==> src/rtl/exc_pkg.sv <==
// Exception controller shared definitions: FSM state encoding, ESR codes and
// the default handler entry address.
package exc_pkg;

  typedef enum logic [2:0] {
    IDLE,
    ENTER,
    HANDLER,
    HOLD,
    HALT
  } exc_state_t;

  localparam logic [3:0] ESR_NONE    = 4'b0000;
  localparam logic [3:0] ESR_IRQ     = 4'b0001;
  localparam logic [3:0] ESR_INVALID = 4'b0010;

  localparam logic [63:0] VECTOR_ADDR_DEFAULT = 64'h0000_0000_0000_00D8;

endpackage

==> src/rtl/exc_holdoff_cnt.sv <==
// IRQ holdoff down-counter: load presets the count, tick decrements toward
// zero, done flags the terminal count.
module exc_holdoff_cnt #(
  parameter logic [3:0] LOAD_VAL = 4'd1
) (
  input  logic clk,
  input  logic reset,
  input  logic load,
  input  logic tick,
  output logic done
);

  logic [3:0] cnt_q;

  always_ff @(posedge clk) begin
    if (reset) begin
      cnt_q <= '0;
    end else if (load) begin
      cnt_q <= LOAD_VAL;
    end else if (tick && (cnt_q != 4'd0)) begin
      cnt_q <= cnt_q - 4'd1;
    end
  end

  assign done = (cnt_q == 4'd0);

endmodule

==> src/rtl/exc_ctrl.sv <==
// Exception/interrupt entry controller. Define EXC_HOLDOFF_EN to build the
// post-ERET IRQ holdoff (HOLD state and exc_holdoff_cnt).
//
// state   | meaning
// --------+-------------------------------------------------------------
// IDLE    | normal execution, watching for IRQ / invalid opcode / ERET
// ENTER   | one-cycle redirect of fetch to ExcVector
// HANDLER | executing the handler, IRQ masked
// HOLD    | IRQ masked for HOLDOFF cycles after ERET
// HALT    | double fault, only reset leaves
module exc_ctrl
  import exc_pkg::*;
#(
  parameter int unsigned     PC_W        = 64,
  parameter logic [PC_W-1:0] VECTOR_ADDR = PC_W'(VECTOR_ADDR_DEFAULT),
  parameter int unsigned     HOLDOFF     = 2
) (
  input  logic            clk,
  input  logic            reset,
  input  logic            ExtIRQ,
  input  logic            ExcInvalid,
  input  logic            ERet,
  input  logic [PC_W-1:0] PC,
  output logic            ExcTaken,
  output logic [PC_W-1:0] ExcVector,
  output logic [PC_W-1:0] ELR,
  output logic [3:0]      ESR,
  output logic            ExtAck,
  output logic            InHandler,
  output logic            Halt
);

  if ((HOLDOFF < 1) || (HOLDOFF > 15)) begin : g_holdoff_range
    $error("exc_ctrl: HOLDOFF must be within 1..15");
  end

  exc_state_t      state, state_nxt;
  logic [PC_W-1:0] elr_q, elr_nxt;
  logic [3:0]      esr_q, esr_nxt;
  logic            ack_q, ack_nxt;

`ifdef EXC_HOLDOFF_EN
  logic hold_load;
  logic hold_done;

  exc_holdoff_cnt #(
    .LOAD_VAL (4'(HOLDOFF - 1))
  ) u_holdoff_cnt (
    .clk   (clk),
    .reset (reset),
    .load  (hold_load),
    .tick  (state == HOLD),
    .done  (hold_done)
  );
`endif

  always_ff @(posedge clk) begin
    if (reset) begin
      state <= IDLE;
      elr_q <= '0;
      esr_q <= ESR_NONE;
      ack_q <= 1'b0;
    end else begin
      state <= state_nxt;
      elr_q <= elr_nxt;
      esr_q <= esr_nxt;
      ack_q <= ack_nxt;
    end
  end

  always_comb begin
    state_nxt = state;
    elr_nxt   = elr_q;
    esr_nxt   = esr_q;
    // Ack drops the cycle after the source is seen deasserted.
    ack_nxt   = ack_q & ExtIRQ;
`ifdef EXC_HOLDOFF_EN
    hold_load = 1'b0;
`endif
    case (state)
      IDLE: begin
        if (ExtIRQ) begin
          state_nxt = ENTER;
          elr_nxt   = PC;
          esr_nxt   = ESR_IRQ;
          ack_nxt   = 1'b1;
        end else if (ExcInvalid || ERet) begin
          state_nxt = ENTER;
          elr_nxt   = PC;
          esr_nxt   = ESR_INVALID;
        end
      end
      ENTER: begin
        state_nxt = HANDLER;
      end
      HANDLER: begin
        if (ERet) begin
`ifdef EXC_HOLDOFF_EN
          state_nxt = HOLD;
          hold_load = 1'b1;
`else
          state_nxt = IDLE;
`endif
        end else if (ExcInvalid) begin
          state_nxt = HALT;
          esr_nxt   = ESR_INVALID;
          ack_nxt   = 1'b0;
        end
      end
`ifdef EXC_HOLDOFF_EN
      HOLD: begin
        if (ExcInvalid || ERet) begin
          state_nxt = ENTER;
          elr_nxt   = PC;
          esr_nxt   = ESR_INVALID;
        end else if (hold_done) begin
          state_nxt = IDLE;
        end
      end
`endif
      HALT: begin
        ack_nxt = 1'b0;
      end
      default: begin
        state_nxt = IDLE;
      end
    endcase
  end

  assign ExcTaken  = (state == ENTER);
  assign InHandler = (state == HANDLER);
  assign Halt      = (state == HALT);
  assign ExcVector = VECTOR_ADDR;
  assign ELR       = elr_q;
  assign ESR       = esr_q;
  assign ExtAck    = ack_q;

endmodule

==> config.mk <==
export PLATFORM = sky130hd
export DESIGN_NAME = exc_ctrl
export DESIGN_NICKNAME = d
export VERILOG_FILES = /design/src/rtl/exc_pkg.sv /design/src/rtl/exc_holdoff_cnt.sv /design/src/rtl/exc_ctrl.sv
export SDC_FILE = /design/constraint.sdc
export NUM_CORES = 1
export LEC_CHECK = 0
export CAP_MARGIN = 20
export CORE_MARGIN = 4
export CORE_UTILIZATION = 28
export CTS_BUF_LIST = sky130_fd_sc_hd__clkbuf_16
export CTS_CLUSTER_DIAMETER = 50
export DETAILED_ROUTE_END_ITERATION = 8
export PLACE_DENSITY_LB_ADDON = 0.08
export SLEW_MARGIN = 15
export SYNTH_ARGS = -nofsm -noshare
export SYNTH_HDL_FRONTEND = slang
export SYNTH_SLANG_ARGS = --single-unit
==> constraint.sdc <==
create_clock -name clk -period 1.5 [get_ports clk]
set_input_delay 0.3 -clock clk [delete_from_list [all_inputs] [get_ports clk]]
set_output_delay 0.3 -clock clk [all_outputs]
set_load 0.02 [all_outputs]
# Word level (Yosys, flattened, before mapping)
# Cells that the tools add are included.
# totals
reg_bits	72
latchBits	0
ram_bits	0
mem_bits_ro	0
input_bits	69
elab_cells	36
memories	0
# op_classes
n_addsub	0
mul	0
div_mod_pow	0
order_cmp	0
eq_ne	7
n_shift	0
n_mux	16
bitwise	2
reduce_logical	7
# op_table
cell	count
64-bit 2-to-1 mux	2
4-bit 2-to-1 mux	4
3-bit 2-to-1 mux	4
3-bit case mux with 4 select lines	1
4-bit case mux with 2 select lines	1
3-bit inequality test, second input constant	2
2-bit inequality test, second input constant	2
4-bit AND reduction	1
2-bit nonzero test	2
3-bit by 1-bit == test with 1-bit output, second input constant	1
3-bit by 2-bit == test with 1-bit output, second input constant	1
3-bit == test, second input constant	1
3-bit zero test	1
1-bit 2-to-1 mux	3
1-bit case mux with 3 select lines	1
3-bit AND reduction	1
2-bit AND reduction	1
1-bit AND	1
1-bit logical OR	1
1-bit NOT	1

# Depth between registers and ports, before layout
# Gate-level depths: netlist (run 1).
# depth
word_depth	4
mapped_depth	6
ltp_nobuf	3

# Worst setup path before layout (run 1)
# OpenSTA, ideal clock, no wires.
# synth_timing
path_kind	register to register
from	register state[2]
to	register elr_q[0] (netlist: ELR[0])
t_arrival_ps	1347
slack_ps	81
path_stages_with_launch	7
n_path_buf	3
cell_sequence	dfxtp_1 -> or2_1 -> buf_6 -> nor3_4 -> buf_12 -> buf_12 -> mux2i_1
# synth_between
elab_chain_cells	2
# synth_lines
item	line	text
start: declaration	exc_ctrl.sv:37	exc_state_t state, state_nxt;
start signal: assignment	exc_ctrl.sv:64	state <= state_nxt;
3-bit zero test	exc_ctrl.sv:80	case (state)
2-bit AND reduction (no source line)	--	
end signal: assignment	exc_ctrl.sv:65	elr_q <= elr_nxt;
end: declaration	exc_ctrl.sv:38	logic [PC_W-1:0] elr_q, elr_nxt;
# Every way passes these cells.
# A chain may end at the register's enable or synchronous reset.

# Worst setup path in the final report (run 1)
# layout_timing
from	input ExcInvalid
to	register elr_q[9] (netlist: ELR[9])
# layout_between
elab_chain_cells	3
# layout_lines
item	line	text
start: declaration	exc_ctrl.sv:21	input logic ExcInvalid,
1-bit logical OR	exc_ctrl.sv:87	end else if (ExcInvalid || ERet) begin
2-bit nonzero test (no source line)	--	
2-bit AND reduction (no source line)	--	
# Every way passes these cells.

==> flow_metrics.tcl, run 1 <==
set metrics [dict create \
    max_freq_mhz 655 \
    post-synth-top-area-fraction_pct 37.5 \
    clock_latency_ps 330 \
    power_frac_clock_pct 32.1 \
    p_comb_share_pct 30.7 \
    area_growth_pct 45.5 \
    synth_largest_area_cell "dfxtp_1" \
    hold_path_class "in -> reg" \
    grt_pass1_wl_microns 13400 \
    layout_commonest_cell "nand2b_1" \
    nets 601 \
    die-area_sq_um 15300 \
    grt_pass1_vias 2617 \
    drt_iter0_drc 96 \
    core_sq_um 12800 \
    max-cap-violations 0 \
    synth_area_per_cell_sq_um 9.81 \
    skew_ps 3.94 \
    leakage_nw 2.61 \
    drive_above_1_share_pct 9.50 \
    syn_area_sq_um 3740 \
    cts_hold_buf 0 \
    hold_violations 0 \
    synth_cell_types 25 \
    p_per_area_nw_per_um2 1080 \
    start_util_pct 29.1 \
    track_usage_pct 11.5 \
    stdcell_count 709 \
    root_buffer "clkbuf_16" \
    fin_crit_ps 1530 \
    numCtsBuffers 9 \
    ir_drop_mv 0.761 \
    violations "negative setup slack" \
    post-route-period-util_pct 102 \
    cp-end-kind "flop" \
    die_h_microns 124 \
    portBuffers 138 \
    p_int_mw 4.04 \
    diodes 0 \
    finalSetupViolCount 15 \
    synth-main-ff-cell "dfxtp_1" \
    total_power_mw 5.85 \
    mostFrequentLayoutCells "129 x nand2b_1, 68 x dfxtp_1, 68 x dlygate4sd2_1" \
    critical_path_arrival_ps 1780 \
    htreeDepth 3 \
    ant_nets 0 \
    clk_pin_slew_ps 60 \
    routabilityCongestion 0.713 \
    seq_power_share_pct 37.1 \
    ys_seq_area_share_pct 37.5 \
    ios 205 \
    vias_per_cell 3.89 \
    power_switching_mw 1.80 \
    dr.pass1.iters 4 \
    worst-r2r-setup-slack_ps -30 \
    reg2regPathDepth 7 \
    cp-endpoint "ELR[9]$_SDFFE_PP0P_" \
    netlist_instances 381 \
    start_kind "input port" \
    crit_start "ExcInvalid" \
    place_inst 679 \
    crit_required_ps 1760 \
    status "complete, but fails checks" \
    synthTopCellsByArea "dfxtp_1 38%, nand2b_1 22%, mux2i_1 17%, buf_4 13%, buf_12 3.8%" \
    dp_hpwl_microns 6350 \
    yosys_warnings 0 \
    drc 0 \
    antenna_found_initial 0 \
    grt_overflow 0 \
    dieWidth_microns 124 \
    fin_ws_ps -26.0 \
    clkSinkCount 70 \
    grt_max_degree 64 \
    cts_max_path_buffers 2 \
    swShare_pct 30.9 \
    preCtsSetupSlack_ps -392 \
    avgRoutedWirePerCell_microns 13.4 \
    criticalPathCategory "in -> reg" \
    synth-edff-count 0 \
    final_max_slew_viol_count 0 \
    reg2reg_to "ELR[9]$_SDFFE_PP0P_" \
    synth-seq-cells 70 \
    rsz0062_at_grt "true" \
    reg2reg_from "state[2]$_SDFFE_PP0P_" \
    dr_total_vias 2761 \
    rows 41 \
    cp_max_fo 7 \
    cts_tree "yes" \
    async_reset_ff_share_pct 0 \
    wl_microns 9530 \
]
[per-stage QoR]
step                      TNS [ps]  instance area (sq um)  util (%)  hold WS [ps]
after floorplan                  0                   3980         -           455
after detailed placement    -23250                   5000      39.0           462
after global placement      -20840                   5000      39.0           457
after global routing         -4510                   5440      42.4           371
final                         -166                   5440      42.4           357
after CTS                    -1850                   5280      41.2           345
[kinds of logic (layout without fill, tap and decap cells)]
logic type	after synthesis	in the layout	share of synthesized area, %
simple gates	145	145	24.7
buf+inv	91	183	19.1
flops	70	70	37.5
mux	64	64	17.1
compound gates	9	9	1.34
other cells	2	66	0.201
[worst max-delay path: stages]
cell and delay [ps]:
clkdlybuf4s50_1 480, nor3_1 60, buf_4 140, nor3_4 150, buf_6 140, buf_12 150, clkbuf_16 170, mux2i_1 180
[power by group through the flow]
stage | clock network [mW] | registers [mW] | logic [mW]
floorplan | 0 | 2.45 | 0.948
global placement | 0 | 2.21 | 1.67
detailed placement | 0 | 2.22 | 1.67
CTS | 1.98 | 2.17 | 1.67
global route | 2.07 | 2.20 | 1.93
finish | 1.88 | 2.17 | 1.80
[layout make-up]
cell class / count / area (sq um)
timing repair buffer: 166 / 1690
clock inverter: 7 / 31.3
fill: 1309 / 7390
clock buffer: 9 / 225
inverter: 1 / 3.75
sequential: 70 / 1400
tap: 172 / 215
multi-input combinational: 284 / 1870
[timing repair]
item | CTS | global route
hold endpoints to repair | 0 | 0
setup buffers | 3 | 4
cloned | 2 | 6
setup endpoints to repair | 134 | 59
resized for setup | 90 | 3
pin swaps | 1 | 1
[worst min path at each step]
stage / start / to / slack, ps / cells after the start
global placement: ELR[0]$_SDFFE_PP0P_ / ELR[0]$_SDFFE_PP0P_ / 460 / 2
global route: reset / ExtAck$_SDFF_PP0_ / 370 / 3
floorplan: PC[0] / ELR[0]$_SDFFE_PP0P_ / 460 / 2
CTS: reset / ExtAck$_SDFF_PP0_ / 340 / 3
finish: reset / ExtAck$_SDFF_PP0_ / 360 / 3
detailed placement: ELR[39]$_SDFFE_PP0P_ / ELR[39]$_SDFFE_PP0P_ / 460 / 2
[synthesized netlist by cell type (2+ instances only)]
library cell	n
a21oi_1	6
buf_12	7
buf_4	66
clkbuf_1	15
conb_1	2
dfxtp_1	70
mux2i_1	64
nand2b_1	129
nor2_1	2
nor3_1	3
nor3b_1	2
nor4b_1	2
[state kept, by name, summed over array words and instances (netlist names)]
name	cells
ELR	64
state	3
ESR	2
ExtAck	1
[per-layer routing]
layer  wire, microns  share of wire, %  global-route usage, %  up-vias
met4              81              0.85                   2.70        0
met1            3980                42                   13.7     1232
met3            1010                11                   6.31        8
met5               0                 0                      0        -
li1                -                 -                      -     1397
met2            4470                47                   18.2      124
(Power assumes the default switching activity.)
==> inputs of run 2 (changes only) <==
Settings changed: ABC_AREA from default to 1.
==> run 2 against run 1 <==
The run now ends clean. Largest cell class is now non-clock buffers. Sequential cell count unchanged. Die area decreased by 13%. Critical endpoint is now Halt. Clock skew increased by 1.3 ps.
==> flow_metrics.tcl, run 2 <==
set metrics [dict create \
    hold_path_depth 2 \
    crit_required_ps 1200 \
    avgRoutedWirePerCell_microns 12.9 \
    core_sq_um 11000 \
    p_per_area_nw_per_um2 1280 \
    nets 615 \
    synth_cell_types 22 \
    async_reset_ff_share_pct 0 \
    cts_tree "yes" \
    dp_hpwl_microns 6200 \
    drc 0 \
    synth.area.mux_share_pct 0 \
    mostFrequentLayoutCells "128 x nor2_1, 70 x dfxtp_1, 68 x clkdlybuf4s50_1" \
    final_max_slew_viol_count 0 \
    grt_pass1_vias 2602 \
    wl_microns 8890 \
    setup_tns_ps 0 \
    yosys.area_share.adder_pct 0 \
    fill_cells 1181 \
    hold_path_class "reg -> reg" \
    synth_top_family_by_area "buffers and inverters" \
    ir_drop_mv 0.567 \
    crit_start "state[0]$_SDFFE_PP0P_" \
    post-route-period-util_pct 95.5 \
    grt_pass1_wl_microns 13200 \
    synthSimpleGateAreaFrac_pct 20.4 \
    ys_seq_area_share_pct 43.8 \
    drive_above_1_share_pct 10.7 \
    synth_compound_area_share_pct 11.4 \
    die_h_microns 115 \
    portBuffers 138 \
    critical_path_arrival_ps 1130 \
    synth-xor-area-share_pct 0 \
    status "finished, final reports clean" \
    synth-seq-cells 70 \
    clock_latency_ps 330 \
    hold_violations 0 \
    reg2regPathDepth 8 \
    numCtsBuffers 9 \
    htreeDepth 3 \
    die-area_sq_um 13200 \
    dieWidth_microns 115 \
    synth_largest_area_cell "dfxtp_1" \
    yosysMostFrequentCell "nor2_1" \
    max_freq_mhz 698 \
    clkSinkCount 70 \
    skew_ps 5.23 \
    yosys_warnings 0 \
    ant_nets 0 \
    grt_max_degree 65 \
    stdcell_count 690 \
    clk_pin_slew_ps 50 \
    area_growth_pct 46.1 \
    syn_area_sq_um 3200 \
    layout_commonest_cell "nor2_1" \
    start_util_pct 29.0 \
    leakage_nw 2.27 \
    vias_per_cell 4.01 \
    synthTopCellsByCount "129 x nor2_1, 70 x dfxtp_1, 66 x buf_4" \
    max-cap-violations 0 \
    root_buffer "clkbuf_16" \
    rsz0062_at_grt "true" \
    largest_reg_flops 64 \
    reg2reg_from "state[2]$_SDFFE_PP0P_" \
    dr_total_vias 2768 \
    diodes 0 \
    ios 205 \
    finalSetupViolCount 0 \
    routabilityCongestion 0.744 \
    post-synth-top-area-fraction_pct 43.8 \
    cts_setup_buffers 0 \
    netlist_instances 401 \
    hp-start "ESR[0]$_SDFFE_PP0P_" \
    synthTopCellsByArea "dfxtp_1 44%, buf_4 15%, nor2_1 15%, o21ai_1 8.9%, buf_12 4.4%" \
    cts_max_path_buffers 2 \
    track_usage_pct 12.7 \
    synth-edff-count 0 \
    synth-main-ff-cell "dfxtp_1" \
    synth_area_per_cell_sq_um 7.99 \
    place_inst 674 \
    antenna_found_initial 0 \
    grt_overflow 0 \
    criticalPathCategory "reg -> out" \
    cp_max_fo 2 \
    rows 38 \
    dr.pass1.iters 4 \
    drt_iter0_drc 72 \
    start_kind "flop" \
    fin_crit_ps 1430 \
    cp-end-kind "output pin" \
    cts_hold_buf 0 \
]
## run 2: cell types whose count changed after synthesis, sizes merged, moves of 4 or more
| cell | previous run | this run |
|---|---|---|
| nor2 | 2 | 141 |
| o21ai | 1 | 65 |
| inv | 1 | 11 |
| nand2 | 0 | 13 |
| mux2i | 64 | 0 |
| nand2b | 129 | 0 |
| clkbuf | 15 | 6 |
| nand3 | 1 | 5 |
| buf | 75 | 81 |
## run 2: cell type report
cell class                      count  area, sq um  share of cell area [%]
Clock buffer                        9          225                    4.81
Clock inverter                      6         31.3                   0.668
Inverter                           11         43.8                   0.936
Multi-Input combinational cell    297         1280                    27.3
Sequential cell                    70         1400                    29.9
Tap cell                          140          175                    3.74
Timing Repair Buffer              157         1530                    32.6
## run 2: where the power goes
group	switching, mW	internal, mW	leakage [nW]	total (mW)
logic	1.13	0.726	1.57	1.86
clock network	0.769	1.09	0.124	1.86
registers	0.128	2.13	0.582	2.26
total	2.03	3.94	2.27	5.97
## run 2: cell families (layout without fill, tap and decap cells)
| group | Yosys count | after routing |
|---|---|---|
| other cells | 2 | 66 |
| simple gates | 161 | 161 |
| flops | 70 | 70 |
| compound gates | 70 | 70 |
| buf+inv | 98 | 183 |
## run 2: timing repair
action	CTS	global route
setup endpoints to repair	70	6
cloned	0	1
gates resized for setup	80	8
hold endpoints to repair	0	0
## run 2: worst max-delay path, stage by stage (launching register included)
cell	delay [ps]
dfxtp_1	310
inv_1	80
buf_4	120
nand2_1	70
nor2_2	110
buf_6	130
## run 2: metal layers
layer  routed length [microns]  up-vias  share of wire [%]  global-route usage (%)
li1                          -     1422                  -                       -
met1                      3600     1211                 41                    15.2
met2                      4140      128                 47                    19.6
met3                      1050        7                 12                    6.79
met4                        94        0                1.1                    4.23
met5                         0        -                  0                       0
## run 2: worst paths after layout
check	endpoint	slack, ps
max	Halt	70
min	ESR[0]$_SDFFE_PP0P_	460
max reg2reg	ELR[48]$_SDFFE_PP0P_	100
min reg2reg	ESR[0]$_SDFFE_PP0P_	460
## run 2: stage by stage
step	worst slack, ps	utilization, %	hold slack (ps)	cell area [sq um]	power [mW]
after CTS	14.7	42.0	465	4630	6.02
after global routing	-29.1	42.4	478	4680	6.35
after floorplan	263	-	369	3440	3.64
after global placement	-194	40.6	460	4470	4.31
final	67.0	42.4	459	4680	5.97
after detailed placement	-230	40.6	459	4470	4.31
==> inputs of run 3 (changes only) <==
Settings changed: HOLD_SLACK_MARGIN from default to 0.08.
Clock period 1.5 ns to 1.2 ns, I/O delays scaled along.
==> run 3 against run 2 <==
The run now ends with negative setup slack left. Combinational power grew 61%. Sequential power grew 25%. Largest power group is now combinational logic. Via count grew 5.6%. Register-to-register slack lost 290 ps. Wire length grew 7.9%. Clock-buffer cell count is the same. Critical path depth grew 5. Die area is the same.
==> flow_metrics.tcl, run 3 (synthesis results as in run 2) <==
set metrics [dict create \
    status "complete, but fails checks" \
    violations "negative setup slack" \
    whs_ps 465 \
    antenna_found_initial 0 \
    htreeDepth 3 \
    critical_path_arrival_ps 1610 \
    clkSinkCount 70 \
    criticalPathCategory "in -> reg" \
    ant_nets 0 \
    dr_wl_met2_microns 4800 \
    cts_tree "yes" \
    routedLengthMet1_microns 3680 \
    vias_per_cell 4.10 \
    hold_path_class "reg -> reg" \
    grt_max_degree 32 \
    fin_crit_ps 1400 \
    p_per_area_nw_per_um2 1610 \
    setup_tns_ps -9690 \
    dp_hpwl_microns 6440 \
    largest_reg_flops 64 \
    ir_drop_mv 0.890 \
    fin_ws_ps -198 \
    grt_overflow 0 \
    nets 636 \
    finalSetupViolCount 70 \
    grt_pass1_wl_microns 13600 \
    drc 0 \
    highest_layer "met4" \
    skew_ps 9.17 \
    clock_latency_ps 330 \
    post-route-period-util_pct 116 \
    dieWidth_microns 115 \
    cp_max_fo 6 \
    diodes 0 \
    dr_wl_met3_microns 1070 \
    clk_pin_slew_ps 60 \
    crit_required_ps 1410 \
    dr.pass1.iters 4 \
    core_sq_um 11000 \
    dr_total_vias 2922 \
    cts_max_path_buffers 2 \
    rsz0062_at_grt "true" \
    drt_iter0_drc 69 \
    ios 205 \
    routabilityCongestion 0.765 \
    start_kind "input port" \
    cp-end-kind "flop" \
    track_usage_pct 13.0 \
    rows 38 \
    leakage_nw 2.34 \
    wl_microns 9590 \
    max_freq_mhz 715 \
    area_growth_pct 63.1 \
    drive_above_1_share_pct 33.6 \
    avgRoutedWirePerCell_microns 13.5 \
    preCtsSetupSlack_ps -496 \
    root_buffer "clkbuf_16" \
    die_h_microns 115 \
    portBuffers 138 \
    start_util_pct 29.0 \
    hold_violations 0 \
    grt_pass1_vias 2698 \
    layout_commonest_cell "nor2_1" \
    die-area_sq_um 13200 \
    numCtsBuffers 9 \
    fill_cells 1107 \
    mostFrequentLayoutCells "96 x nor2_1, 67 x dfxtp_1, 67 x clkdlybuf4s50_1" \
    final_max_slew_viol_count 0 \
    max-cap-violations 0 \
]
[run 3: changes by cell type in the layout (fill, tap and decap cells not counted), moves of 8 or more]
cell / before / now
clkdlybuf4s15_2: 0 / 26
nor2_1: 128 / 96
dlygate4sd2_1: 67 / 1
buf_6: 1 / 9
nor2_4: 1 / 25
nor2_2: 12 / 20
buf_2: 1 / 41
[run 3: critical path, stage by stage]
cell and delay [ps]:
clkdlybuf4s50_1 420, inv_2 70, nand2_1 70, nor2_2 150, nor2_4 50, buf_12 140, buf_12 140, clkbuf_16 150
o21ai_1 120, nor2_1 50
[run 3: timing repair]
action,4_1_cts,5_1_grt
pin swaps,4,10
gates cloned,1,9
buffers inserted,1,3
endpoints found under the setup margin,138,109
hold buffers,0,0
resized for setup,252,105
[run 3: layout make-up]
cell class	count	area [sq um]	area share, %
sequential	70	1410	26.9
clock buffer	9	225	4.31
clock inverter	7	65.1	1.25
timing repair inverter	1	8.76	0.168
tap	140	175	3.35
multi-input combinational	297	1510	29.0
inverter	11	53.8	1.03
timing repair buffer	177	1780	34.1
[run 3: through the flow]
| step | std cells | total power [mW] | utilization, % | instance area, sq um |
|---|---|---|---|---|
| CTS | 700 | 8.14 | 45.7 | 5040 |
| global route | 712 | 8.90 | 47.4 | 5230 |
| finish | 712 | 8.42 | 47.4 | 5230 |
| global placement | 682 | 5.47 | 41.2 | 4550 |
| floorplan | 465 | 4.55 | - | 3440 |
| detailed placement | 682 | 5.48 | 41.2 | 4550 |
[run 3: worst paths after layout]
kind                    startpoint  slack [ps]  cells after the start                   end
max                           ERet        -200                     10  ELR[55]$_SDFFE_PP0P_
min reg2reg    ESR[1]$_SDFFE_PP0P_         470                      2   ESR[1]$_SDFFE_PP0P_
max reg2reg  state[0]$_SDFFE_PP0P_        -190                      9  ELR[48]$_SDFFE_PP0P_
min            ESR[1]$_SDFFE_PP0P_         470                      2   ESR[1]$_SDFFE_PP0P_
[run 3: where the power goes]
group	switching (mW)	internal, mW
Combinational	1.66	1.33
Sequential	0.169	2.66
Clock	0.999	1.59
[run 3: metal layers]
layer / vias up / global-route usage (%)
met1: 1314 / 15.2
met3: 2 / 6.74
met4: 0 / 3.05
li1: 1466 / -
met2: 140 / 21.2
met5: - / 0
